<file path="src/rtl/sram_wr_arbiter_if.sv">
// rtl/sram_wr_arbiter_if.sv - requester and SRAM write-port bundle for sram_wr_arbiter
interface sram_wr_arbiter_if #(
    parameter int SRAM_INDEX = 6,
    parameter int SRAM_WIDTH = 32,
    parameter int NUM_REQ    = 4
);
    logic                          reinit_i;
    logic [NUM_REQ-1:0]            req_i;
    logic [NUM_REQ*SRAM_INDEX-1:0] addr_i;
    logic [NUM_REQ*SRAM_WIDTH-1:0] data_i;
    logic [NUM_REQ-1:0]            gnt_o;
    logic                          init_done_o;
    logic                          we_o;
    logic [SRAM_INDEX-1:0]         addrWr_o;
    logic [SRAM_WIDTH-1:0]         data_o;

    modport slave (
        input  reinit_i, req_i, addr_i, data_i,
        output gnt_o, init_done_o, we_o, addrWr_o, data_o
    );

    modport master (
        output reinit_i, req_i, addr_i, data_i,
        input  gnt_o, init_done_o, we_o, addrWr_o, data_o
    );
endinterface

</file>
<file path="src/rtl/sram_wr_arbiter.sv">
// rtl/sram_wr_arbiter.sv - round-robin SRAM write-port arbiter with init sweep
module sram_wr_arbiter #(
    parameter int                      SRAM_DEPTH = 64,
    parameter int                      SRAM_INDEX = 6,
    parameter int                      SRAM_WIDTH = 32,
    parameter int                      NUM_REQ    = 4,
    parameter logic [SRAM_WIDTH-1:0]   INIT_VALUE = '0
) (
    input  logic                 clk,
    input  logic                 reset,
    sram_wr_arbiter_if.slave     bus
);
    localparam int PTR_W = $clog2(NUM_REQ);
    localparam int CNT_W = SRAM_INDEX + 1;

    typedef enum logic {INIT, RUN} state_t;

    state_t                 state_q;
    logic [CNT_W-1:0]       cnt_q;
    logic [PTR_W-1:0]       rr_ptr_q;
    logic                   we_q;
    logic [SRAM_INDEX-1:0]  addr_q;
    logic [SRAM_WIDTH-1:0]  data_q;
    logic                   init_done_q;

    logic                   gnt_valid;
    logic [PTR_W-1:0]       gnt_idx;
    logic [NUM_REQ-1:0]     gnt;
    logic [SRAM_INDEX-1:0]  sel_addr;
    logic [SRAM_WIDTH-1:0]  sel_data;

    function automatic logic [PTR_W-1:0] wrap_add(input logic [PTR_W-1:0] base, input int off);
        int s;
        s = int'(base) + off;
        if (s >= NUM_REQ) s = s - NUM_REQ;
        return PTR_W'(s);
    endfunction

    // Search starts at rr_ptr and wraps; reinit_i suppresses any grant.
    always_comb begin
        gnt_valid = 1'b0;
        gnt_idx   = '0;
        gnt       = '0;
        sel_addr  = '0;
        sel_data  = '0;
        if (state_q == RUN && !bus.reinit_i) begin
            for (int i = 0; i < NUM_REQ; i++) begin
                if (!gnt_valid && bus.req_i[wrap_add(rr_ptr_q, i)]) begin
                    gnt_valid = 1'b1;
                    gnt_idx   = wrap_add(rr_ptr_q, i);
                end
            end
        end
        if (gnt_valid) gnt[gnt_idx] = 1'b1;
        for (int k = 0; k < NUM_REQ; k++) begin
            if (gnt[k]) begin
                sel_addr = bus.addr_i[k*SRAM_INDEX +: SRAM_INDEX];
                sel_data = bus.data_i[k*SRAM_WIDTH +: SRAM_WIDTH];
            end
        end
    end

    always_ff @(posedge clk or negedge reset) begin
        if (!reset) begin
            state_q     <= INIT;
            cnt_q       <= '0;
            rr_ptr_q    <= '0;
            we_q        <= 1'b0;
            addr_q      <= '0;
            data_q      <= '0;
            init_done_q <= 1'b0;
        end else begin
            case (state_q)
                INIT: begin
                    if (bus.reinit_i) begin
                        cnt_q <= '0;
                        we_q  <= 1'b0;
                    end else begin
                        we_q   <= 1'b1;
                        addr_q <= cnt_q[SRAM_INDEX-1:0];
                        data_q <= INIT_VALUE;
                        cnt_q  <= cnt_q + 1'b1;
                        if (cnt_q == CNT_W'(SRAM_DEPTH - 1)) begin
                            state_q     <= RUN;
                            init_done_q <= 1'b1;
                        end
                    end
                end
                RUN: begin
                    if (bus.reinit_i) begin
                        state_q     <= INIT;
                        cnt_q       <= '0;
                        init_done_q <= 1'b0;
                        we_q        <= 1'b0;
                    end else if (gnt_valid) begin
                        we_q     <= 1'b1;
                        addr_q   <= sel_addr;
                        data_q   <= sel_data;
                        rr_ptr_q <= wrap_add(gnt_idx, 1);
                    end else begin
                        we_q <= 1'b0;
                    end
                end
                default: state_q <= INIT;
            endcase
        end
    end

    assign bus.gnt_o       = gnt;
    assign bus.init_done_o = init_done_q;
    assign bus.we_o        = we_q;
    assign bus.addrWr_o    = addr_q;
    assign bus.data_o      = data_q;
endmodule

</file>
<file path="src/flat_wrapper.sv">
// flat-port wrapper written by rule: the top's interface ports become plain ports
module sram_wr_arbiter_flat 
#(
    parameter int                      SRAM_DEPTH = 64,
    parameter int                      SRAM_INDEX = 6,
    parameter int                      SRAM_WIDTH = 32,
    parameter int                      NUM_REQ    = 4,
    parameter logic [SRAM_WIDTH-1:0]   INIT_VALUE = '0
)
  (clk, reset, bus_reinit_i, bus_req_i, bus_addr_i, bus_data_i, bus_gnt_o, bus_init_done_o, bus_we_o, bus_addrWr_o, bus_data_o);
  sram_wr_arbiter_if #(.SRAM_INDEX(SRAM_INDEX), .SRAM_WIDTH(SRAM_WIDTH), .NUM_REQ(NUM_REQ)) bus_i ();
  input  logic clk;
  input  logic reset;
  input wire logic [$bits(bus_i.reinit_i)-1:0] bus_reinit_i;
  input wire logic [$bits(bus_i.req_i)-1:0] bus_req_i;
  input wire logic [$bits(bus_i.addr_i)-1:0] bus_addr_i;
  input wire logic [$bits(bus_i.data_i)-1:0] bus_data_i;
  output wire logic [$bits(bus_i.gnt_o)-1:0] bus_gnt_o;
  output wire logic [$bits(bus_i.init_done_o)-1:0] bus_init_done_o;
  output wire logic [$bits(bus_i.we_o)-1:0] bus_we_o;
  output wire logic [$bits(bus_i.addrWr_o)-1:0] bus_addrWr_o;
  output wire logic [$bits(bus_i.data_o)-1:0] bus_data_o;
  assign bus_i.reinit_i = bus_reinit_i;
  assign bus_i.req_i = bus_req_i;
  assign bus_i.addr_i = bus_addr_i;
  assign bus_i.data_i = bus_data_i;
  assign bus_gnt_o = bus_i.gnt_o;
  assign bus_init_done_o = bus_i.init_done_o;
  assign bus_we_o = bus_i.we_o;
  assign bus_addrWr_o = bus_i.addrWr_o;
  assign bus_data_o = bus_i.data_o;
  sram_wr_arbiter #(.SRAM_DEPTH(SRAM_DEPTH), .SRAM_INDEX(SRAM_INDEX), .SRAM_WIDTH(SRAM_WIDTH), .NUM_REQ(NUM_REQ), .INIT_VALUE(INIT_VALUE)) u_core (.clk(clk), .reset(reset), .bus(bus_i));
endmodule
</file>
<file path="config.mk">
export PLATFORM = sky130hd
export DESIGN_NAME = sram_wr_arbiter_flat
export DESIGN_NICKNAME = d
export VERILOG_FILES = /design/src/rtl/sram_wr_arbiter_if.sv /design/src/rtl/sram_wr_arbiter.sv /design/src/flat_wrapper.sv
export SDC_FILE = /design/constraint.sdc
export NUM_CORES = 1
export LEC_CHECK = 0
export ABC_CLOCK_PERIOD_IN_PS = 2500
export BUFFER_PORTS_ARGS = -buffer_cell sky130_fd_sc_hd__buf_2
export CAP_MARGIN = 20
export CORE_ASPECT_RATIO = 1.5
export CORE_UTILIZATION = 30
export DETAILED_ROUTE_END_ITERATION = 10
export GPL_ROUTABILITY_DRIVEN = 0
export GPL_TIMING_DRIVEN = 0
export PLACE_DENSITY = 0.67
export SYNTH_ARGS = -nofsm -noshare
export SYNTH_HDL_FRONTEND = slang
export SYNTH_SLANG_ARGS = --single-unit
</file>
<file path="constraint.sdc">
create_clock -name clk -period 2.5 [get_ports clk]
set_input_delay 0.5 -clock clk [delete_from_list [all_inputs] [get_ports clk]]
set_output_delay 0.5 -clock clk [all_outputs]
set_load 0.01 [all_outputs]
</file>
==> results of run 1 <==
[area by class of cell]
class	instances	area [µm²]	share of cell area, %
sequential	50	1250	25.8
clock inverter	2	12.5	0.258
buffer	29	236	4.87
clock buffer	6	139	2.86
tap	115	144	2.97
timing repair buffer	223	1190	24.6
inverter	6	25.0	0.516
multi-input combinational	254	1850	38.1
[worst paths after layout]
kind                                        from  slack, ns                endpoint
min reg2reg                u_core.bus.data_o[31]       0.47   u_core.bus.data_o[31]
min in group clk           u_core.bus.data_o[31]       0.47   u_core.bus.data_o[31]
max in group asynchronous                  reset       1.73   u_core.bus.data_o[19]
max                           u_core.rr_ptr_q[1]       0.01            bus_gnt_o[3]
max reg2reg                   u_core.rr_ptr_q[1]       0.06  u_core.bus.addrWr_o[5]
min                                        reset       0.21   u_core.bus.data_o[11]
[registers in the layout, summed over array words and instances (netlist names)]
signal                  flops
u_core.rr_ptr_q             2
u_core.state_q              1
u_core.bus.addrWr_o         6
u_core.bus.init_done_o      1
u_core.cnt_q                7
u_core.bus.data_o          32
u_core.bus.we_o             1
[Yosys cell counts, types with 5 or more instances]
cell,number
inv_1,6
nor2_1,20
nand3_1,5
ha_1,5
nand2_1,37
nand2b_1,6
o21ai_0,6
dfrtp_1,50
a21oi_1,9
clkbuf_1,14
and3_1,27
a211oi_1,32
buf_6,5
a221oi_1,6
o22ai_1,38
buf_2,11
a221o_1,6
o31ai_1,32
[cells in the final DEF (no fill, tap or decap), types with 3 or more instances in the layout]
cell       count
nand2_1       37
a211oi_1      21
buf_6         10
buf_2        202
a21oi_1        5
dfrtp_1       48
nand2b_1       4
nor2_1        15
a21oi_2        4
clkbuf_16      5
clkbuf_2       7
inv_2          3
clkbuf_4       5
xor2_1         3
nor2_2         4
buf_4         24
o31ai_1       32
o21ai_0        4
a211oi_2      11
and3_1        27
o22ai_1       37
a221o_1        6
nand3_1        5
a221oi_2       4
[logic make-up after synthesis]
logic type | Yosys count | synth area share [%]
muxes | 2 | 0.651
DFF | 50 | 40.7
xor gates and xnor gates | 4 | 1.14
buffers and inverters | 39 | 6.80
adders and majority gates | 5 | 2.04
and+or+nand+nor | 109 | 17.9
AOI/OAI and AO/OA | 134 | 30.8
[repair_timing]
item                                    CTS  global route
resized for setup                        39            65
hold endpoints to repair                  0             0
endpoints found under the setup margin   41            42
buffers inserted                         14             6
pin swaps                                 5            10
cloned                                    0             0
hold buffers                              0             0
[worst max-delay path: stages, from the launching register on]
cell     delay (ns)
dfrtp_2        0.42
mux2i_2        0.26
o21ai_2        0.11
nor3_4         0.29
ha_2           0.24
inv_2          0.06
buf_8          0.12
nor2_4         0.09
buf_6          0.11
[per-stage QoR]
step	TNS, ns	power, W	hold slack [ns]	std cells
after global placement	-17.78	0.00109	0.458	660
after detailed placement	-19.76	0.00110	0.461	661
final	0	0.00181	0.210	685
after CTS	-0.0290	0.00180	0.225	683
after global routing	-0.190	0.00188	0.252	685
after floorplan	0	0.000925	0.204	343
[power by group]
part	internal, W	switching [W]
Sequential	0.000821	0.0000138
Combinational	0.000150	0.000127
Clock	0.000397	0.000301
[routing by layer]
metal  up-vias  share of wire (%)
met1      1762                 39
met3        18                4.3
met5         -                  0
li1       1768                  -
met4         0                2.4
met2       143                 54
==> flow_metrics.py, run 1 <==
metrics = {
    "layout": {
        "drive_above_1_share_pct": 53.7,
        "area_growth_syn_to_layout_pct": 57.8,
        "num_antenna_cells": 0,
        "fill_cells": 945,
        "final_core_util_pct": 49.5,
        "design_area_mm2": 0.00485,
        "layout.nets": 733,
    },
    "global_route": {
        "grt_max_degree": 27,
        "grt_first_pass_wirelength_um": 19200,
        "grt_use_met3_pct": 3.15,
        "overflow": 0,
        "gr-usage-met2_pct": 43.5,
        "busiest_layer": "met2",
        "antenna_found_initial": 0,
        "use_met1_pct": 26.1,
        "grt_pass1_vias": 3735,
        "grt_usage_pct": 23.2,
    },
    "synth": {
        "syn_area_per_cell_um2": 8.96,
        "ys_warn_count": 0,
        "synth_cell_types": 36,
        "syn_nets": 507,
        "yosys.area.top_type": "dfrtp_1",
        "synthCells": 343,
        "synth-edff-count": 0,
        "synthArstFlopShare_pct": 100,
        "syn-cell-area_mm2": 0.00307,
        "synth_seq_cells": 50,
        "synth_area_leaders": "dfrtp_1, a211oi_1, o31ai_1, o22ai_1, and3_1",
        "synth_ff_type": "dfrtp_1",
        "yosysSeqAreaShare_pct": 40.7,
        "synth_top_area_share_pct": 40.7,
    },
    "critical_path": {
        "arrival_ns": 1.99,
        "cp-end-kind": "output port",
        "path_class": "reg2out",
        "critPathMaxFanout": 5,
        "critPathLaunchType": "register",
        "r2r_cells": 10,
        "worstPathRequired_ns": 2.00,
    },
    "timing": {
        "finalCritPeriodShare_pct": 99.5,
        "tightest_slew_ns": 0.598,
        "min_period_ns": 2.49,
        "drv_slew": 0,
        "hold_viol": 0,
        "max_slew_margin_pct": 60.2,
        "setup_slack_ns": 0.0115,
        "setup_viol": 0,
        "fin_worst_skew_ns": 0.00673,
        "fmax_mhz": 402,
        "rsz0062_at_grt": "true",
    },
    "floorplan": {
        "die-area_mm2": 0.0107,
        "initial_core_util_pct": 31.4,
        "die_w_um": 84.7,
        "io_pins": 203,
        "die_height_um": 126,
        "rows": 44,
        "fp.coreArea_mm2": 0.00980,
    },
    "route": {
        "drc": 16,
        "wl_um": 12600,
        "avgViaCountPerCell": 5.39,
        "wire_per_inst_um": 18.5,
        "num_vias": 3691,
        "first_pass_iters": 8,
        "drtIter0Drc": 181,
        "ant_nets": 0,
    },
    "clock_tree": {
        "cts.sink_count": 50,
        "cts_tree": "built",
        "cts_root_buffer": "clkbuf_16",
        "clkTransAtPathRegs_ns": 0.07,
        "cts_buffers": 5,
        "cts_buffer_depth": 2,
        "worstSkewPairLatency_ns": 0.29,
        "htree_levels": 2,
    },
    "placed_design": {
        "dp_hpwl_um": 9450,
        "port_buffers": 202,
        "dpl_worst_slack_ns": -0.778,
        "placedInstanceArea_mm2": 0.00426,
    },
    "power_and_ir_drop": {
        "p_leak_nw": 2.47,
        "ir_worst_vdd_uv": 278,
        "power_density_mw_per_mm2": 373,
    },
    "hold_path": {
        "hp-class": "in2async",
    },
    "outcome": {
        "violations": "DRC",
        "status": "complete, but fails checks",
    },
    "run": {
        "maxCapViolations": 0,
    },
}
No activity file was read; power rests on OpenSTA's default activity.
==> inputs of run 2 (changes only) <==
--- a/config.mk
+++ b/config.mk
@@ -5,15 +5,17 @@
 export SDC_FILE = /design/constraint.sdc
 export NUM_CORES = 1
 export LEC_CHECK = 0
+export ABC_AREA = 1
 export ABC_CLOCK_PERIOD_IN_PS = 2500
 export BUFFER_PORTS_ARGS = -buffer_cell sky130_fd_sc_hd__buf_2
 export CAP_MARGIN = 20
 export CORE_ASPECT_RATIO = 1.5
 export CORE_UTILIZATION = 30
+export CTS_BUF_LIST = sky130_fd_sc_hd__clkbuf_8
 export DETAILED_ROUTE_END_ITERATION = 10
 export GPL_ROUTABILITY_DRIVEN = 0
 export GPL_TIMING_DRIVEN = 0
-export PLACE_DENSITY = 0.67
+export PLACE_DENSITY = 0.62
 export SYNTH_ARGS = -nofsm -noshare
 export SYNTH_HDL_FRONTEND = slang
 export SYNTH_SLANG_ARGS = --single-unit
==> flow_metrics.py, run 2 <==
metrics = {
    "synth": {
        "yosysSeqAreaShare_pct": 29.4,
        "synthMuxAreaShare_pct": 0,
        "synth_ff_type": "dfrtp_1",
        "yosys.area_share.simple_pct": 51.2,
        "syn-cell-area_mm2": 0.00426,
        "yosys.area_share.adder_pct": 1.47,
        "yosys.area.top_type": "nand2_1",
        "synth-compound-area-share_pct": 2.76,
        "synthXorXnorAreaFrac_pct": 0.206,
        "syn_area_per_cell_um2": 5.62,
        "synthCells": 757,
        "synth_area_leaders": "nand2_1, dfrtp_1, inv_1, nor2_1, nand4_1",
        "synthArstFlopShare_pct": 100,
        "synth_seq_cells": 50,
        "synth_commonest_cells": "nand2_1, inv_1, nor2_1, dfrtp_1, clkinv_1",
        "synth-edff-count": 0,
        "syn_nets": 921,
        "ys_warn_count": 0,
        "synth_cell_types": 35,
        "synth_top_area_share_pct": 35.3,
        "synth_most_common_cell": "nand2_1",
        "synth_top_family_by_area": "simple AND/OR/NAND/NOR gates",
    },
    "global_route": {
        "antenna_found_initial": 3,
        "grt_pass1_vias": 5144,
        "grt_max_degree": 27,
        "overflow": 0,
        "grt_first_pass_wirelength_um": 24500,
        "grt_usage_pct": 21.5,
    },
    "floorplan": {
        "initial_core_util_pct": 30.6,
        "die_height_um": 148,
        "io_pins": 203,
        "die_w_um": 99.3,
        "die-area_mm2": 0.0147,
        "fp.coreArea_mm2": 0.0139,
        "rows": 53,
    },
    "route": {
        "avgViaCountPerCell": 4.42,
        "first_pass_iters": 5,
        "num_vias": 5188,
        "ant_nets": 0,
        "wl_um": 15600,
        "wire_per_inst_um": 13.3,
        "drtIter0Drc": 145,
        "drc": 0,
    },
    "critical_path": {
        "critPathBufInv": 7,
        "cp_cell_sequence": "buf_6 -> inv_8 -> nand2_1 -> nand2_1 -> nand2_4 -> nand2_4 -> nor3_4 -> inv_1 -> o211ai_1 -> nand3_2 -> buf_6 -> ha_4 -> inv_2 -> nor2_4 -> buf_6 -> buf_6",
        "path_delay_family": "simple AND/OR/NAND/NOR gates",
        "worst_path_most_repeated_cell": "buf_6",
        "path_class": "reg2out",
        "critPathMaxFanout": 8,
        "r2r_slack_ns": -0.24,
        "crit_start": "u_core.rr_ptr_q[0]",
        "critPathLaunchType": "register",
        "cpMaxStageDelayCell": "dfrtp_1",
        "cpPeakStageDelay_ns": 0.38,
        "cp-end-kind": "output port",
        "worstPathRequired_ns": 2.00,
        "arrival_ns": 2.45,
        "timing.rr.start": "u_core.rr_ptr_q[0]",
    },
    "timing": {
        "setup_viol": 42,
        "fmax_mhz": 339,
        "min_period_ns": 2.95,
        "setup_slack_ns": -0.449,
        "finalCritPeriodShare_pct": 118,
        "tightest_slew_ns": 0.624,
        "rsz0062_at_grt": "true",
        "timing.hold.ws_ns": 0.179,
        "fin_worst_skew_ns": 0.00597,
        "hold_viol": 0,
        "drv_slew": 0,
        "max_slew_margin_pct": 58.4,
    },
    "power_and_ir_drop": {
        "p_switching_w": 0.000612,
        "p_leak_nw": 4.05,
        "p_int_w": 0.00128,
        "ir_worst_vdd_uv": 207,
        "power_density_mw_per_mm2": 292,
        "power.share.combinational_pct": 28.1,
        "seqPwrFrac_pct": 44.4,
        "power_frac_clock_pct": 27.4,
        "switching_share_pct": 32.4,
    },
    "outcome": {
        "status": "complete, but fails checks",
        "violations": "setup timing",
    },
    "clock_tree": {
        "cts_tree": "built",
        "htree_levels": 2,
        "cts_root_buffer": "clkbuf_8",
        "holdBufCountCts": 0,
        "cts_buffers": 5,
        "clkTransAtPathRegs_ns": 0.10,
        "worstSkewPairLatency_ns": 0.32,
        "cts_buffer_depth": 2,
        "cts.sink_count": 50,
    },
    "layout": {
        "largest_reg_flops": 32,
        "final_common_cell": "nand2_1",
        "final_cell_mix": "nand2_1, buf_2, inv_1",
        "area_growth_syn_to_layout_pct": 51.8,
        "drive_above_1_share_pct": 37.4,
        "final_core_util_pct": 46.4,
        "layout.nets": 1169,
    },
    "placed_design": {
        "dp_hpwl_um": 11500,
        "port_buffers": 202,
    },
    "hold_path": {
        "hp-class": "in2async",
    },
    "run": {
        "maxCapViolations": 0,
    },
}
-- run 2: changes by cell type after synthesis, moves of 14 or more --
cell and change:
nand2_1 +363, inv_1 +74, nor2_1 +39, o22ai_1 -38, a211oi_1 -32, o31ai_1 -32, and3_1 -27, clkinv_1 +20
nand4_1 +17, inv_2 +14
-- run 2: timing repair --
action                     CTS  global route
hold endpoints to repair     0             0
pin swaps                   26            16
resized for setup          107            36
setup endpoints to repair   42            42
gates cloned                 4             1
setup buffers               29             8
-- run 2: worst paths after layout --
| check | to | depth (start not counted) |
|---|---|---|
| worst max-delay path | bus_gnt_o[0] | 16 |
| worst min-delay path | u_core.bus.data_o[18] | 1 |
| worst max register to register | u_core.bus.data_o[12] | 23 |
| worst min register to register | u_core.bus.data_o[18] | 2 |
| max in group asynchronous | u_core.bus.data_o[4] | 2 |
| min in group clk | u_core.cnt_q[5] | 2 |
-- run 2: stage by stage --
| stage | TNS, ns | std cells | cell area, µm² | setup slack (ns) | total power, W |
|---|---|---|---|---|---|
| after floorplan | 0 | 757 | 4290 | 0.00679 | 0.00105 |
| after global placement | -21.69 | 1124 | 5510 | -0.753 | 0.00124 |
| after detailed placement | -23.72 | 1125 | 5530 | -0.798 | 0.00125 |
| after CTS | -9.62 | 1165 | 6300 | -0.493 | 0.00185 |
| after global routing | -15.09 | 1174 | 6460 | -0.578 | 0.00200 |
| final | -8.15 | 1174 | 6460 | -0.449 | 0.00189 |
-- run 2: cell type report --
| cell class | count | area (µm²) |
|---|---|---|
| Antenna cell | 3 | 7.51 |
| Buffer | 32 | 335 |
| Clock buffer | 5 | 68.8 |
| Clock inverter | 3 | 25.0 |
| Fill cell | 1498 | 7460 |
| Inverter | 115 | 449 |
| Multi-Input combinational cell | 558 | 2650 |
| Sequential cell | 50 | 1250 |
| Tap cell | 165 | 206 |
| Timing Repair Buffer | 243 | 1470 |
-- run 2: per-layer routing --
layer	vias to the layer above	GRT usage (%)	part of all wire (%)
met4	0	8.68	2.6
li1	2709	-	-
met2	143	41.1	55
met5	-	0	0
met3	27	2.36	3.6
met1	2309	23.6	39
-- run 2: cell families (layout without fill, tap and decap cells) --
kind of cell	Yosys count	after routing
AND/OR/NAND/NOR	530	530
buffers and inverters	149	398
flip-flops	50	50
AO/OA/AOI/OAI	22	22
adder cells (fa/ha/maj)	5	5
XOR/XNOR	1	1
other	0	3
-- run 2: power groups by stage --
stage	clock network (W)	logic [W]	registers, W
final	0.000518	0.000532	0.000839
after global placement	0	0.000387	0.000852
after detailed placement	0	0.000393	0.000853
after global routing	0.000575	0.000583	0.000842
after CTS	0.000544	0.000462	0.000839
after floorplan	0	0.000195	0.000857
